==> config.mk <==
export PLATFORM = sky130hd
export DESIGN_NAME = uart_tx_fifo
export DESIGN_NICKNAME = d
export VERILOG_FILES = /design/src/rtl/uart_tx_fifo.sv
export SDC_FILE = /design/constraint.sdc
export NUM_CORES = 1
export LEC_CHECK = 0
export BUFFER_PORTS_ARGS = -buffer_cell sky130_fd_sc_hd__buf_4
export CAP_MARGIN = 30
export CORE_MARGIN = 2
export CORE_UTILIZATION = 55
export CTS_CLUSTER_DIAMETER = 100
export DETAILED_ROUTE_END_ITERATION = 8
export PLACE_DENSITY = 0.82
export SYNTH_ARGS = -nofsm -noshare
export SYNTH_HDL_FRONTEND = slang
export SYNTH_SLANG_ARGS = --single-unit
==> constraint.sdc <==
create_clock -name sys_clk -period 3.5 [get_ports sys_clk]
set_input_delay 0.175 -clock sys_clk [delete_from_list [all_inputs] [get_ports sys_clk]]
set_output_delay 0.175 -clock sys_clk [all_outputs]
set_load 0.02 [all_outputs]
==> src/rtl/uart_tx_fifo.sv <==
// rtl/uart_tx_fifo.sv - byte FIFO that paces queued bytes into uart_tx
module uart_tx_fifo #(
    parameter int DEPTH        = 16,
    parameter int BUSY_TIMEOUT = 4
) (
    input  logic                     sys_clk,
    input  logic                     sys_rst_n,
    input  logic [7:0]               wr_data,
    input  logic                     wr_en,
    input  logic                     flush,
    output logic                     full,
    output logic                     empty,
    output logic [$clog2(DEPTH):0]   count,
    output logic                     overflow,
    output logic                     tx_start,
    output logic [7:0]               tx_data,
    input  logic                     tx_busy
);

    localparam int ADDR_W = $clog2(DEPTH);
    localparam int CNT_W  = ADDR_W + 1;
    localparam int TMR_W  = $clog2(BUSY_TIMEOUT + 1);

    typedef enum logic [1:0] {
        IDLE,
        WAIT_BUSY,
        WAIT_DONE
    } state_t;

    state_t              state_q;
    state_t              state_d;
    logic [TMR_W-1:0]    timer_q;
    logic [TMR_W-1:0]    timer_d;
    logic [ADDR_W-1:0]   wr_ptr;
    logic [ADDR_W-1:0]   rd_ptr;
    logic [CNT_W-1:0]    count_d;
    logic                push;
    logic                pop;
    logic [7:0]          mem [DEPTH];

    // Accept a write only when there is room; flush swallows any same-cycle write.
    assign push = wr_en && !full && !flush;

    // Pop decision, handshake sequencing with uart_tx and the busy-rise timeout.
    always_comb begin
        state_d = state_q;
        timer_d = timer_q;
        pop     = 1'b0;
        case (state_q)
            IDLE: begin
                if (!empty && !tx_busy && !flush) begin
                    pop     = 1'b1;
                    state_d = WAIT_BUSY;
                    timer_d = '0;
                end
            end
            WAIT_BUSY: begin
                if (tx_busy) begin
                    state_d = WAIT_DONE;
                    timer_d = '0;
                end else if (timer_q == TMR_W'(BUSY_TIMEOUT - 1)) begin
                    // uart_tx never acknowledged: treat the byte as sent, no retry
                    state_d = IDLE;
                    timer_d = '0;
                end else begin
                    timer_d = timer_q + TMR_W'(1);
                end
            end
            WAIT_DONE: begin
                if (!tx_busy) begin
                    state_d = IDLE;
                end
            end
            default: begin
                state_d = IDLE;
                timer_d = '0;
            end
        endcase
    end

    // Occupancy after this edge; flush overrides any concurrent push or pop.
    always_comb begin
        count_d = count;
        if (flush) begin
            count_d = '0;
        end else begin
            count_d = count + CNT_W'(push) - CNT_W'(pop);
        end
    end

    // Storage array; contents are don't-care until written, so no reset.
    always_ff @(posedge sys_clk) begin
        if (push) begin
            mem[wr_ptr] <= wr_data;
        end
    end

    // Control state, pointers, registered flags and the outgoing byte.
    always_ff @(posedge sys_clk or negedge sys_rst_n) begin
        if (!sys_rst_n) begin
            state_q  <= IDLE;
            timer_q  <= '0;
            wr_ptr   <= '0;
            rd_ptr   <= '0;
            count    <= '0;
            full     <= 1'b0;
            empty    <= 1'b1;
            overflow <= 1'b0;
            tx_start <= 1'b0;
            tx_data  <= 8'h00;
        end else begin
            state_q  <= state_d;
            timer_q  <= timer_d;
            count    <= count_d;
            full     <= (count_d == CNT_W'(DEPTH));
            empty    <= (count_d == '0);
            overflow <= wr_en && full && !flush;
            tx_start <= pop;
            if (flush) begin
                wr_ptr <= '0;
                rd_ptr <= '0;
            end else begin
                if (push) begin
                    wr_ptr <= wr_ptr + ADDR_W'(1);
                end
                if (pop) begin
                    rd_ptr <= rd_ptr + ADDR_W'(1);
                end
            end
            if (pop) begin
                tx_data <= mem[rd_ptr];
            end
        end
    end

endmodule

==> results.toml <==
[status]
status = "finished, final reports clean"

[floorplan]
io_pins = 30
rows = 39
start_util_pct = 56.5
die_width_um = 112
dieArea_sq_mm = 0.0126
die_h_um = 112
fp.coreArea_sq_mm = 0.0114

[clock_tree]
cts_root_buf = "clkbuf_16"
clk_pin_slew_ps = 60
cts_made_buffers = 17
htreeDepth = 4
clk_latency_ps = 420
ctsResizeCount = 0
cts_tree = "yes"
postCtsHoldBufs = 1
cts_setup_buffers = 0
clock-sinks = 158
clk_path_buf_depth = 2

[sta]
fmax_mhz = 325
slew_headroom_pct = 38.9
hold_violations = 0
final.setup.tns_ps = 0
period_share_pct = 87.9
final_max_slew_viol_count = 0
worst_slew_pin_slew_ps = 913
min_period_ps = 3080
fin_skew_ps = 13.8
setup_viol = 0
rsz0062_at_grt = "no"

[yosys]
syn_nets = 380
yosysSeqAreaShare_pct = 71.2
ys_ff_latch = 158
synth_edf_count = 128
ys.warnings.count = 0
netlist_area_sq_mm = 0.00645
synthArstFlopShare_pct = 19.0
synth_cell_types = 41
netlist_instances = 355
synth_ff_type = "edfxtp_1"
syn_avg_cell_area_sq_um = 18.2

[detailed_routing]
drtIter0Drc = 352
drc_errors = 0
drt_first_pass_iters = 4
viasPerCell = 6.04
wire_per_inst_um = 22.6
ant_nets = 0
dr_total_vias = 3297
routed_wl_um = 12400

[global_routing]
track_usage_pct = 21.5
grt_max_degree = 31
overflow = 0
first_global_vias = 3371
grt_first_pass_wirelength_um = 19600
antenna_found_initial = 0

[critical_path]
crit_fanout = 4
slowest_stage = "or3b_2"
worst_ep_arrival_time_ps = 3380
r2r_cells = 11
worstSetupPathType = "reg2reg"
cpMostUsedCell = "inv_1"
start_kind = "flip-flop"
max_stage_delay_ps = 470
timing.rr.end = "full"
crit-reg2reg-launch = "state_q[1]"
end_kind = "flip-flop"
r2r_slack_ps = 420
cp-startpoint = "state_q[1]"
cp.required_ps = 3810
path_cells = "nor4_2, nand2_1, inv_1, ha_1, inv_1, ha_1, inv_1, fa_1, xnor2_1, or3b_2, a2111oi_2"

[layout]
final-seq-area_sq_mm = 0.00460
drive_gt1_share_pct = 23.3
final_cell_count_no_fill = 546
area_growth_pct = 13.6
fillCellCount = 772
nNetsFinal = 415
diodes = 0
multi_input_area_sq_mm = 0.00166

[place]
post-dp-hpwl_um = 7820
io_buffers = 29
placed_cells = 513
gp_congestion = 0.803

[power]
power_density_mw_per_mm2 = 686
intPower_mw = 3.71
p_comb_share_pct = 19.3
clockPowerShare_pct = 35.5
p_switching_mw = 1.32
pwr-share-seq_pct = 45.2
p_sw_share_pct = 26.2
ir_drop_uv = 516
leakagePower_nw = 2.61

[min_path]
hold_class = "in2reg"
worstHoldStart = "tx_busy"
whs_endpoint = "state_q[1]"
hold_depth = 2

[run]
drv_cap = 0
[cell usage after synthesis, types with 3 or more instances]
cell	count	share of area, %
buf_2	3	0.23
mux2i_1	8	1.2
clkbuf_1	7	0.41
nor2_1	25	1.5
edfxtp_1	128	60
a21oi_1	6	0.47
mux4_1	5	2.0
buf_6	3	0.52
nand2_1	13	0.76
dfrtp_1	29	11
a211oi_1	8	0.93
xor2_1	7	0.95
a21o_1	9	1.0
nor3b_1	3	0.35
nand3_1	3	0.23
ha_1	11	2.1
nor2b_1	4	0.39
mux4_2	27	9.4
buf_4	5	0.58
inv_1	11	0.64
o21ai_0	4	0.31
o22ai_1	8	0.78
xnor2_1	3	0.41
[final cells by class]
| cell class | count | share of cell area (%) |
|---|---|---|
| clock buffer | 17 | 5.81 |
| clock inverter | 15 | 2.07 |
| inverter | 11 | 0.563 |
| multi-input combinational | 166 | 22.7 |
| sequential | 158 | 62.7 |
| tap | 143 | 2.44 |
| timing repair buffer | 36 | 3.72 |
[kinds of logic (layout without fill, tap and decap cells)]
kind of cell | count (synthesis) | count (layout) | synth area share [%]
simple gates | 64 | 64 | 4.96
compound gates | 40 | 40 | 4.30
flops | 158 | 158 | 71.2
mux | 40 | 40 | 12.7
xor+xnor | 10 | 10 | 1.36
fa+ha+maj | 12 | 12 | 2.44
buf+inv | 31 | 79 | 3.01
[worst max-delay path: cells and delay by family (launching register included)]
| family | cells | cell delay (ps) |
|---|---|---|
| AND/OR/NAND/NOR | 3 | 1020 |
| flip-flops | 1 | 420 |
| buffers and inverters | 3 | 240 |
| AO/OA/AOI/OAI | 1 | 330 |
| XOR/XNOR | 1 | 170 |
| adder cells (fa/ha/maj) | 3 | 800 |
[power by group through the flow]
stage	Combinational [mW]	Sequential (mW)	Clock (mW)
floorplan	0.599	2.37	0
global placement	0.934	2.30	0
detailed placement	0.965	2.31	0
CTS	0.975	2.27	1.81
global route	1.05	2.29	1.89
finish	0.968	2.27	1.79
[registers in the layout, summed over array words and instances (netlist names)]
register	flops
wr_ptr	4
tx_data	8
full	1
overflow	1
rd_ptr	4
empty	1
tx_start	1
state_q	2
mem	128
timer_q	3
count	5
[how the worst max path moves through the flow]
stage          endpoint  slack, ps  depth (start not counted)
6_report           full        420                         11
5_1_grt            full        210                         11
4_1_cts            full        430                         11
3_5_place_dp       full        480                         11
3_3_place_gp       full        570                         11
2_1_floorplan      full        500                         12
[placed cells by master (no fill, tap or decap), types with 6 or more instances in the layout]
| cell type | count |
|---|---|
| a211oi_1 | 8 |
| a21o_1 | 9 |
| a21oi_1 | 6 |
| buf_4 | 35 |
| clkbuf_16 | 17 |
| clkinv_1 | 6 |
| dfrtp_1 | 29 |
| edfxtp_1 | 128 |
| ha_1 | 11 |
| inv_1 | 11 |
| mux2i_1 | 8 |
| mux4_2 | 27 |
| nand2_1 | 13 |
| nor2_1 | 25 |
| o22ai_1 | 8 |
| xor2_1 | 7 |
[through the flow]
| step | setup WS (ps) | instance area, sq um | power (mW) | utilization (%) | hold slack [ps] |
|---|---|---|---|---|---|
| after floorplan | 500 | 6450 | 2.97 | - | -121 |
| after global placement | 567 | 6740 | 3.23 | 59.0 | 115 |
| after detailed placement | 483 | 6740 | 3.28 | 59.0 | 117 |
| after CTS | 428 | 7330 | 5.06 | 64.2 | 8.86 |
| after global routing | 212 | 7330 | 5.22 | 64.2 | 13.3 |
| final | 422 | 7330 | 5.03 | 64.2 | 23.3 |
[routing by layer]
metal / track usage (%) / wire, um
met1: 28.9 / 5160
met5: 0 / 0
met3: 5.24 / 706
met4: 8.29 / 294
met2: 34.6 / 6200
Note: power is estimated with default switching activity, not from simulation.
